**config.mk**
```make
export PLATFORM = sky130hd
export DESIGN_NAME = ras_ckpt
export DESIGN_NICKNAME = d
export VERILOG_FILES = /design/src/rtl/ras_ckpt.sv
export SDC_FILE = /design/constraint.sdc
export NUM_CORES = 1
export LEC_CHECK = 0
export ABC_AREA = 1
export CAP_MARGIN = 30
export CORE_ASPECT_RATIO = 0.7
export CORE_MARGIN = 10
export CORE_UTILIZATION = 35
export CTS_CLUSTER_DIAMETER = 30
export CTS_CLUSTER_SIZE = 40
export DETAILED_ROUTE_END_ITERATION = 8
export GPL_TIMING_DRIVEN = 0
export PLACE_DENSITY = 0.51
export SETUP_SLACK_MARGIN = 0.3
export SLEW_MARGIN = 30
export SYNTH_ARGS = -nofsm -noshare
export SYNTH_HDL_FRONTEND = slang
export SYNTH_SLANG_ARGS = --single-unit
```
**constraint.sdc**
```tcl
create_clock -name CLK -period 4 [get_ports CLK]
set_clock_uncertainty 0.05 [all_clocks]
set_input_delay 0.4 -clock CLK [delete_from_list [all_inputs] [get_ports CLK]]
set_output_delay 0.4 -clock CLK [all_outputs]
set_load 0.01 [all_outputs]
```
**src/rtl/ras_ckpt.sv**
```systemverilog
// Return-address stack with checkpoint/restore of top pointer and occupancy.
// Circular entry array; push past full evicts the oldest entry.
module ras_ckpt #(
   parameter int RAS_DEPTH        = 8,
   parameter int RAS_TARGET_WIDTH = 14,
   localparam int LOG_RAS_DEPTH   = $clog2(RAS_DEPTH),
   localparam int CW              = $clog2(RAS_DEPTH + 1)
) (
   input  logic                        CLK,
   input  logic                        RST,
   input  logic                        push_valid,
   input  logic [RAS_TARGET_WIDTH-1:0] push_target,
   input  logic                        pop_valid,
   input  logic                        restore_valid,
   input  logic [LOG_RAS_DEPTH-1:0]    restore_index,
   input  logic [CW-1:0]               restore_count,
   output logic [RAS_TARGET_WIDTH-1:0] top_target,
   output logic                        top_valid,
   output logic [LOG_RAS_DEPTH-1:0]    ras_index,
   output logic [CW-1:0]               ras_count,
   output logic                        overflow,
   output logic                        underflow
);

   localparam logic [LOG_RAS_DEPTH-1:0] LAST_IX  = LOG_RAS_DEPTH'(RAS_DEPTH - 1);
   localparam logic [LOG_RAS_DEPTH:0]   DEPTH_IX = (LOG_RAS_DEPTH + 1)'(RAS_DEPTH);
   localparam logic [CW-1:0]            DEPTH_C  = CW'(RAS_DEPTH);

   logic [RAS_TARGET_WIDTH-1:0] entry_q [RAS_DEPTH];
   logic [RAS_TARGET_WIDTH-1:0] entry_d [RAS_DEPTH];
   logic [LOG_RAS_DEPTH-1:0]    ptr_q, ptr_d;
   logic [CW-1:0]               count_q, count_d;
   logic                        overflow_q, overflow_d;
   logic                        underflow_q, underflow_d;
   logic [LOG_RAS_DEPTH-1:0]    ptr_inc, ptr_dec;

   // Explicit wrap compares keep non-power-of-two depths correct.
   function automatic logic [LOG_RAS_DEPTH-1:0] inc_ptr(input logic [LOG_RAS_DEPTH-1:0] p);
      return (p == LAST_IX) ? '0 : p + LOG_RAS_DEPTH'(1);
   endfunction

   function automatic logic [LOG_RAS_DEPTH-1:0] dec_ptr(input logic [LOG_RAS_DEPTH-1:0] p);
      return (p == '0) ? LAST_IX : p - LOG_RAS_DEPTH'(1);
   endfunction

   assign ptr_inc = inc_ptr(ptr_q);
   assign ptr_dec = dec_ptr(ptr_q);

   always_comb begin
      ptr_d       = ptr_q;
      count_d     = count_q;
      entry_d     = entry_q;
      overflow_d  = 1'b0;
      underflow_d = 1'b0;
      if (restore_valid) begin
         ptr_d   = ({1'b0, restore_index} >= DEPTH_IX) ? '0 : restore_index;
         count_d = (restore_count > DEPTH_C) ? DEPTH_C : restore_count;
      end else if (push_valid && pop_valid) begin
         // Replace the top in place: the pop consumed the old top this cycle.
         entry_d[ptr_q] = push_target;
         count_d        = (count_q == '0) ? CW'(1) : count_q;
      end else if (push_valid) begin
         ptr_d            = ptr_inc;
         entry_d[ptr_inc] = push_target;
         if (count_q == DEPTH_C) overflow_d = 1'b1;
         else                    count_d    = count_q + CW'(1);
      end else if (pop_valid) begin
         if (count_q == '0) begin
            underflow_d = 1'b1;
         end else begin
            ptr_d   = ptr_dec;
            count_d = count_q - CW'(1);
         end
      end
   end

   always_ff @(posedge CLK) begin
      if (RST) begin
         ptr_q       <= '0;
         count_q     <= '0;
         overflow_q  <= 1'b0;
         underflow_q <= 1'b0;
         for (int i = 0; i < RAS_DEPTH; i++) entry_q[i] <= '0;
      end else begin
         ptr_q       <= ptr_d;
         count_q     <= count_d;
         overflow_q  <= overflow_d;
         underflow_q <= underflow_d;
         entry_q     <= entry_d;
      end
   end

   assign top_target = entry_q[ptr_q];
   assign top_valid  = (count_q != '0);
   assign ras_index  = ptr_q;
   assign ras_count  = count_q;
   assign overflow   = overflow_q;
   assign underflow  = underflow_q;

endmodule

```
==> results.md <==
* Status: complete, no violations
* Pre-antenna DRT Iters at 5
* Area grow syn2layout at 22.5%
* Post-CTS sizing at 0
* CTS Buf Count at 17
* Number of global-route vias before repair at 5968
* I/O pin count at 50
* Dpl hpwl at 16900 um
* Peak VDD IR at 262 uV
* Starting Density at 35.8%
* Post-synth top area cell: dfxtp_1
* CTS root buffer: clkbuf_16
* Reg2Reg Depth at 11
* CTS Hold Buffers Added at 0
* First-pass GRT wire length at 34500 um
* Worst hold path type: flop to flop
* Slew of the pin with the lowest slew margin at 0.781 ns
* CTS tree: done
* Setup Buffers After CTS at 0
* IO Port Bufs at 49
* Worst rel slew slack at 47.9%
* Endpoints failing hold at 0
* RSZ-0062 raised after global routing: no
* Critical-path top delay cell: clkbuf_1
* Fmax at ~300 MHz
* Crit end category: output port
* Initial antenna violation count at 0
* Grt ovf at 0
* Core Region at 17300 sq um
* Die area at 23500 sq um
* # nets final at between 1000 and 1500
* CTS Sinks at 121
* WP data arrival at 2.93 ns
* Core Util, Final at between 40% and 50%
* Iteration-0 DRC Markers at 576
* Avg Cell Area, Syn at about 6.7 sq um
* Yosys warning count at 0
* Mapped Cells at about 930
* Total wire length at between 20000 and 25000 um
* Inserted Diodes at 0
* Synth unique cells at 32
* Routed wl met2 at 8820 um
* Clock-pin slew on the worst setup and hold paths at 0.06 ns
* Lkg Pwr at 2.94 nW
* Worst path top cell family by delay: buffers and inverters
* CP Max Fanout at 10
* Tmin final at between 3 and 4 ns
* Final setup violating endpoints at 0
* Crit share post-route at 84.5%
* # DRC at 0
* Layout cells sized above 1 at 9.11%
* Routed length per instance at 17.7 um
* Max Cap Viol at 0
* R2R setup slack at 0.92 ns
* Sequential-to-total area share from yosys stat at between 30% and 40%
* Cell row count at 40
* Area share of the largest cell type after synthesis at about two fifths
* Synth Cell Area at 6180 sq um
* Via count at 6403
* Stages on the worst setup path at 7
* Critical Path Start Type: flop
* Die X-Extent at 179 um
* Clk_lat worst skew at 0.43 ns
* CP peak stage delay at 0.61 ns
* Worst Path Buf+Inv at 3
* Seq cells post-synth at 121
* PwrDens at between 400 and 500 nW/um^2
* Tot GR Track Use at 18.8%
* Final Slew Violations at 0
* CTS max path bufs at 2
* Top post-synthesis cells by area: dfxtp_1 (39%), nor2_1 (12%), nand2_1 (9.7%), a21oi_1 (8.7%), nand3_1 (6.2%)
* GP Congestion at 0.878
* Most common cell after layout, fill and taps aside: nor2_1
* CP cell instances: buf_4 -> clkbuf_1 -> nand2_1 -> a21oi_1 -> o21ai_1 -> nand4_1 -> clkdlybuf4s50_1
* Min Hold Slack at 0.424 ns
* DR vias/cell at 5.16
* Post-DRT Antenna Nets at 0
* Largest net degree at the start of global routing at 17
* Met1 WL at 11500 um
* Die Y at about 130 um
* Worst Path Required at 3.55 ns
* Worst Hold Path Cells at 2
* Setup TNS at 0 ns
* Worst Setup Path Type: flop to output port
* Met3 WL at 1390 um
* H-tree levels at 4
* Most frequent cells in the layout: nor2_1 (191), nand2_1 (160), dfxtp_1 (121), a21oi_1 (108), nand3_1 (76)
* Top sig layer: met4
* Syn Nets at around 960
[through the flow]
step	instances	power (mW)	cell area (sq um)	setup WS (ns)
final	1241	3.60	7570	0.619
after global routing	1241	3.75	7570	0.447
after CTS	1241	3.61	7570	0.628
after detailed placement	1209	2.00	6960	1.00
after global placement	1209	2.00	6960	1.02
after floorplan	929	1.74	6180	1.71
[worst paths after layout]
check / from / end
max reg2reg: ras_index[0]$_SDFFE_PP0P_ / entry_q[20]$_SDFFE_PP0P_
min reg2reg: entry_q[72]$_SDFFE_PP0P_ / entry_q[72]$_SDFFE_PP0P_
max: ras_index[0]$_SDFFE_PP0P_ / top_target[9]
min: entry_q[72]$_SDFFE_PP0P_ / entry_q[72]$_SDFFE_PP0P_
[routing by layer]
layer | track usage (%) | up-vias
met2 | 25.6 | 189
met5 | 0 | -
met3 | 4.41 | 24
met1 | 28.3 | 2973
li1 | - | 3217
met4 | 5.22 | 0
[worst reg2reg max path: stages (launching register included)]
cell and delay [ns]:
dfxtp_1 0.48, inv_2 0.10, buf_4 0.20, clkbuf_1 0.35, ha_1 0.43, nand2_1 0.16
nor2_1 0.20, nand2_1 0.07, nand2_1 0.24, clkbuf_1 0.49, a21oi_1 0.14, nor2_1 0.12
[kinds of logic (layout without fill, tap and decap cells)]
| kind of cell | after synthesis | count (layout) | share of synthesized area [%] |
|---|---|---|---|
| AOI/OAI and AO/OA | 202 | 202 | 17.7 |
| adders and majority gates | 7 | 7 | 1.54 |
| buffers and inverters | 128 | 209 | 9.23 |
| DFF | 121 | 121 | 39.2 |
| and+or+nand+nor | 471 | 471 | 32.3 |
[cell usage after synthesis]
cell type  number
a21oi_1       108
a21oi_2         1
a21oi_4         5
a22oi_1         3
and2_2          1
buf_1           2
buf_2          17
buf_4          12
buf_6           3
clkbuf_1       24
clkinv_1        1
clkinv_2        1
dfxtp_1       121
fa_1            1
ha_1            6
inv_1          60
inv_2           8
nand2_1       160
nand2_2         7
nand3_1        76
nand3_2         3
nand3_4         1
nand3b_1        3
nand4_1        24
nor2_1        191
nor3_1          3
nor4_1          1
o211ai_1        1
o21ai_0        14
o21ai_1        59
o22ai_1        11
or2_2           1
[sequential cells by signal, summed over array words and instances (netlist names)]
| register | flops |
|---|---|
| entry_q | 112 |
| ras_count | 4 |
| ras_index | 3 |
| overflow | 1 |
| underflow | 1 |
[area by class of cell]
| cell class | instances | area (sq um) |
|---|---|---|
| inverters | 70 | 264 |
| plain buffers | 58 | 307 |
| clock inverters | 14 | 173 |
| flip-flops and latches | 121 | 2420 |
| multi-input cells | 680 | 3190 |
| fillers | 1880 | 9700 |
| repair buffers | 49 | 490 |
| clock buffers | 18 | 439 |
| well taps | 231 | 289 |
[where the power goes]
part	total (mW)	leakage [nW]	switching [mW]	internal [mW]
Sequential	1.31	0.983	0.0404	1.27
Clock	1.62	0.297	0.617	0.999
Combinational	0.677	1.66	0.457	0.221
Note: power is estimated with default switching activity, not from simulation.
